--- src/rtl/grant_decoder_pkg.sv ---
// Shared definitions for the grant return path: FSM encoding and the one-hot decode rule.
// The decode rule is shared by the Out load and by the Ack[idx] selection.
package grant_decoder_pkg;

    typedef enum logic [1:0] {
        StIdle  = 2'b00,
        StGrant = 2'b01,
        StDrain = 2'b10
    } state_e;

    // Bit 'pos' of the one-hot code for 'idx'. An out-of-range index decodes to all-zero.
    function automatic logic onehot_bit(input int unsigned idx, input int unsigned n,
                                        input int unsigned pos);
        return (idx < n) && (idx == pos);
    endfunction

endpackage

--- src/rtl/grant_decoder_onehot.sv ---
// Combinational index-to-one-hot decoder (onehot_decoder). The output is all-zero when
// idx >= N, which only happens when N is not a power of two.
module onehot_decoder
    import grant_decoder_pkg::*;
#(
    parameter  int unsigned N  = 4,
    localparam int unsigned AW = $clog2(N)
) (
    input  logic [AW-1:0] idx,
    output logic [N-1:0]  sel
);

    always_comb begin
        sel = '0;
        for (int unsigned i = 0; i < N; i++) begin
            sel[i] = onehot_bit(32'(idx), N, i);
        end
    end

endmodule

--- src/rtl/grant_decoder.sv ---
// Registered one-hot grant driver. It holds a grant until the selected line acknowledges
// or the hold timer expires, then drains until that line drops its Ack.
module grant_decoder
    import grant_decoder_pkg::*;
#(
    parameter  int unsigned N       = 4,
    parameter  int unsigned TIMEOUT = 15,
    localparam int unsigned AW      = $clog2(N),
    localparam int unsigned CW      = $clog2(TIMEOUT + 1)
) (
    input  logic          clk,
    input  logic          rst_n,
    input  logic [AW-1:0] in,
    input  logic          valid,
    input  logic [N-1:0]  ack,
    output logic [N-1:0]  out,
    output logic          ready,
    output logic          busy,
    output logic          err,
    output logic          timeout
);

    localparam logic [CW-1:0] CntLast = CW'(TIMEOUT - 1);

    state_e        state_q, state_d;
    logic [AW-1:0] idx_q, idx_d;
    logic [CW-1:0] cnt_q, cnt_d;
    logic [N-1:0]  out_q, out_d;
    logic          err_q, err_d;
    logic          tmo_q, tmo_d;

    logic [N-1:0]  load_sel;
    logic [N-1:0]  ack_sel;
    logic          ack_hit;

    onehot_decoder #(
        .N (N)
    ) u_load_dec (
        .idx (in),
        .sel (load_sel)
    );

    onehot_decoder #(
        .N (N)
    ) u_ack_dec (
        .idx (idx_q),
        .sel (ack_sel)
    );

    // Only the granted line's Ack matters; every other Ack bit is masked off here.
    assign ack_hit = |(ack & ack_sel);

    always_comb begin
        state_d = state_q;
        idx_d   = idx_q;
        cnt_d   = cnt_q;
        out_d   = out_q;
        err_d   = 1'b0;
        tmo_d   = 1'b0;
        case (state_q)
            StIdle: begin
                if (valid) begin
                    if (|load_sel) begin
                        idx_d   = in;
                        out_d   = load_sel;
                        cnt_d   = '0;
                        state_d = StGrant;
                    end else begin
                        err_d = 1'b1;
                    end
                end
            end
            StGrant: begin
                // Ack takes precedence over a timeout landing on the same edge.
                if (ack_hit) begin
                    out_d   = '0;
                    state_d = StDrain;
                end else if (cnt_q == CntLast) begin
                    out_d   = '0;
                    tmo_d   = 1'b1;
                    state_d = StDrain;
                end else begin
                    cnt_d = cnt_q + CW'(1);
                end
            end
            StDrain: begin
                out_d = '0;
                if (!ack_hit) begin
                    state_d = StIdle;
                end
            end
            default: begin
                out_d   = '0;
                state_d = StIdle;
            end
        endcase
    end

    always_ff @(posedge clk or negedge rst_n) begin
        if (!rst_n) begin
            state_q <= StIdle;
            idx_q   <= '0;
            cnt_q   <= '0;
            out_q   <= '0;
            err_q   <= 1'b0;
            tmo_q   <= 1'b0;
        end else begin
            state_q <= state_d;
            idx_q   <= idx_d;
            cnt_q   <= cnt_d;
            out_q   <= out_d;
            err_q   <= err_d;
            tmo_q   <= tmo_d;
        end
    end

    assign out     = out_q;
    assign ready   = (state_q == StIdle);
    assign busy    = (state_q != StIdle);
    assign err     = err_q;
    assign timeout = tmo_q;

endmodule

--- config.mk ---
export PLATFORM = sky130hd
export DESIGN_NAME = grant_decoder
export DESIGN_NICKNAME = d
export VERILOG_FILES = /design/src/rtl/grant_decoder_pkg.sv /design/src/rtl/grant_decoder_onehot.sv /design/src/rtl/grant_decoder.sv
export SDC_FILE = /design/constraint.sdc
export NUM_CORES = 1
export LEC_CHECK = 0
export BUFFER_PORTS_ARGS = -buffer_cell sky130_fd_sc_hd__buf_4
export CAP_MARGIN = 20
export CORE_MARGIN = 10
export CORE_UTILIZATION = 49
export CTS_BUF_LIST = sky130_fd_sc_hd__clkbuf_16
export CTS_CLUSTER_SIZE = 28
export DETAILED_ROUTE_END_ITERATION = 16
export PLACE_DENSITY = 0.79
export SETUP_SLACK_MARGIN = 0.1
export SKIP_LAST_GASP = 1
export SLEW_MARGIN = 20
export SYNTH_ARGS = -nofsm -noshare
export SYNTH_HDL_FRONTEND = slang
export SYNTH_SLANG_ARGS = --single-unit
--- constraint.sdc ---
create_clock -name clk -period 2 [get_ports clk]
set_input_delay 0.2 -clock clk [delete_from_list [all_inputs] [get_ports clk]]
set_output_delay 0.2 -clock clk [all_outputs]
set_load 0.01 [all_outputs]
==> results by group <==
Timing
  • Post-layout min period: 1.73 ns
  • Setup tns final: 0 ns
  • RSZ-0062 raised after global routing: false
  • Worst Skew: 0.00258 ns
  • Finish-stage setup viols: 0
  • Final hold viol count: 0
  • FMAX: 578 MHz
  • Hold slack: 0.190 ns
  • Fin crit share: 86.5%
  • Max Transition Viols Final: 0

Outcome
  • Status: complete, no violations

Power and ir drop
  • Design Power: 1.22 mW
  • P per Cell Area: 1360 mW/mm^2
  • Worst vdd ir: 0.764 mV
  • Leakage: 0.431 nW

Hold path
  • Hold Crit Class: input port to register

Worst setup path
  • Crit path max fanout: 6
  • Data required, critical path: 2.16 ns
  • WP data arrival: 1.89 ns
  • Crit Path Category: register to register
  • CP endpoint kind: register
  • CP Launch Type: register

Die
  • Initial Util: 52.1%
  • Core Box Area: 0.00130 sq mm
  • Die width: 57.2 um
  • Die area: 0.00327 sq mm
  • Site Rows: 13
  • Die height: 57.2 um
  • # IOs: 17

Drt
  • DR iter-0 viols: 4
  • Routed vias: 538
  • Wirelength per Cell: 16.1 um
  • Routed WL: 1.55 mm
  • DRC: 0
  • Vias/cell: 5.60
  • Routed Antenna Nets: 0
  • DRT Pass-1 Iters: 4

Clocking
  • Postcts setup bufs: 0
  • Clk slew on worst S/H paths: 0.04 ns
  • TritonCTS clock tree: yes
  • TritonCTS Buffers: 3
  • Clk root buf: clkbuf_16
  • CTS Buffer Depth: 2
  • Post-cts gate resize count: 0
  • Clock Sinks: 14
  • Clk_lat worst skew: 0.24 ns
  • # H-tree levels: 1

GRT
  • Met1 usage: 9.06%
  • Global-route wire length before repair: 2.33 mm
  • Total gr overflow: 0
  • Met3 Usage GRT: 4.20%
  • Initial antenna violation count: 0
  • Number of global-route vias before repair: 532
  • Largest net degree at the start of global routing: 15
  • Global-route usage over all layers: 9.05%
  • Met2 usage: 14.7%
  • Busiest grt layer: met2

Synth
  • Sequential fraction of the synthesis area: 51.7%
  • Syn nets: 74
  • Synth warn: 0
  • Syn_area_per_cell: 10.8 sq um
  • Cells after Synth: 63
  • Synth unique cells: 28
  • Mapped Area: 678 sq um
  • Yosys reg bits: 14

Place
  • Placed cell count: 92
  • DP Area: 810 sq um
  • IO Port Bufs: 16
  • HPWL Detailed: 1.13 mm
  • GPL Wtd Cong: 0.725

Layout
  • Nets@finish: 94
  • Area Growth Syn to Fin: 31.9%
  • Antenna cells: 0
  • Cell area after layout: 895 sq um
  • Fin cells: 96
  • Layout cells sized above 1: 29.6%
  • Multi-input combinational cell area: 305 sq um
  • Reg area: 350 sq um
  • Filler cell count: 97

Job
  • Max Cap Viol: 0
==> cell type report <==
cell class / instances / share of cell area, %
flip-flops and latches: 14 / 39.2
well taps: 15 / 2.10
inverters: 4 / 1.68
repair buffers: 17 / 14.5
multi-input cells: 43 / 34.1
clock buffers: 3 / 8.39
==> power by group <==
group          internal (mW)  switching, mW
Combinational          0.190          0.219
Clock                  0.261          0.110
Sequential             0.363         0.0772
==> layout by cell type (no fill, tap or decap), types with 2 or more instances in the layout <==
master,synthesis,routed
a32o_1,2,2
buf_4,0,16
clkbuf_16,0,3
dfrtp_1,14,14
ha_1,2,2
inv_1,4,4
mux2i_1,2,2
nand2_1,10,10
nand2b_1,2,2
nor2_1,2,2
nor3_1,2,2
o311ai_0,3,3
or2_2,2,2
==> flip-flops by register name, summed over array words and instances (netlist names) <==
name / flops
err: 1
idx_q: 2
state_q: 2
timeout: 1
cnt_q: 4
out: 4
==> final timing paths <==
kind / depth (start not counted) / startpoint / slack [ns] / to
setup / recovery: 5 / cnt_q[0] / 0.27 / cnt_q[0]
hold / removal: 2 / in[1] / 0.19 / out[1]
setup reg to reg: 5 / cnt_q[0] / 0.27 / cnt_q[0]
hold reg to reg: 1 / out[0] / 0.49 / out[0]
max in group asynchronous: 2 / rst_n / 1.48 / out[1]
min in group asynchronous: 2 / rst_n / 0.35 / state_q[1]
==> routing by layer <==
layer / share of wire (%) / vias to the layer above
li1: - / 263
met1: 42 / 255
met2: 50 / 16
met3: 6.4 / 4
met4: 1.6 / 0
met5: 0 / -
==> timing repair <==
| item | 4_1_cts | 5_1_grt |
|---|---|---|
| hold endpoints to repair | 14 | 0 |
| hold buffers | 1 | 0 |
| setup endpoints to repair | 0 | 0 |
==> critical path, cell delays in order, from the launching register on <==
cell	delay, ns
dfrtp_1	0.43
inv_1	0.07
ha_1	0.24
and3_1	0.22
nor3_1	0.44
mux2i_1	0.25
==> stage by stage <==
stage               utilization, %  worst slack, ns
finish                        68.8            0.270
global route                  68.8            0.157
CTS                           68.8            0.282
detailed placement            62.2            0.286
global placement              62.2            0.376
floorplan                        -            0.426
==> cell usage after synthesis (all sizes together) <==
cell type / count / area share (%)
dfrtp: 14 / 52
nand2: 10 / 5.5
inv: 4 / 2.2
o311ai: 3 / 3.9
a32o: 2 / 3.0
clkbuf: 2 / 1.1
ha: 2 / 3.7
mux2i: 2 / 3.0
nand2b: 2 / 1.8
nor2: 2 / 1.1
nor3: 2 / 1.5
or2: 2 / 1.8
a21o: 1 / 1.1
a21oi: 1 / 0.74
and2: 1 / 0.92
and3: 1 / 0.92
conb: 1 / 0.55
mux4: 1 / 3.3
nand3: 1 / 0.74
nor3b: 1 / 1.1
o211ai: 1 / 1.1
o21ai: 1 / 0.74
o22ai: 1 / 0.92
o2bb2ai: 1 / 1.3
o32ai: 1 / 2.4
or3b: 1 / 1.3
or4: 1 / 1.1
or4b: 1 / 1.5
==> cell families (layout without fill, tap and decap cells) <==
logic type                 after synthesis  count (layout)  synth area share (%)
and+or+nand+nor                         25              25                  19.4
DFF                                     14              14                  51.7
AOI/OAI and AO/OA                       12              12                  15.1
buffers and inverters                    6              24                  3.32
muxes                                    3               3                  6.27
adders and majority gates                2               2                  3.69
other                                    1               1                 0.553
Note: power is estimated with default switching activity, not from simulation.
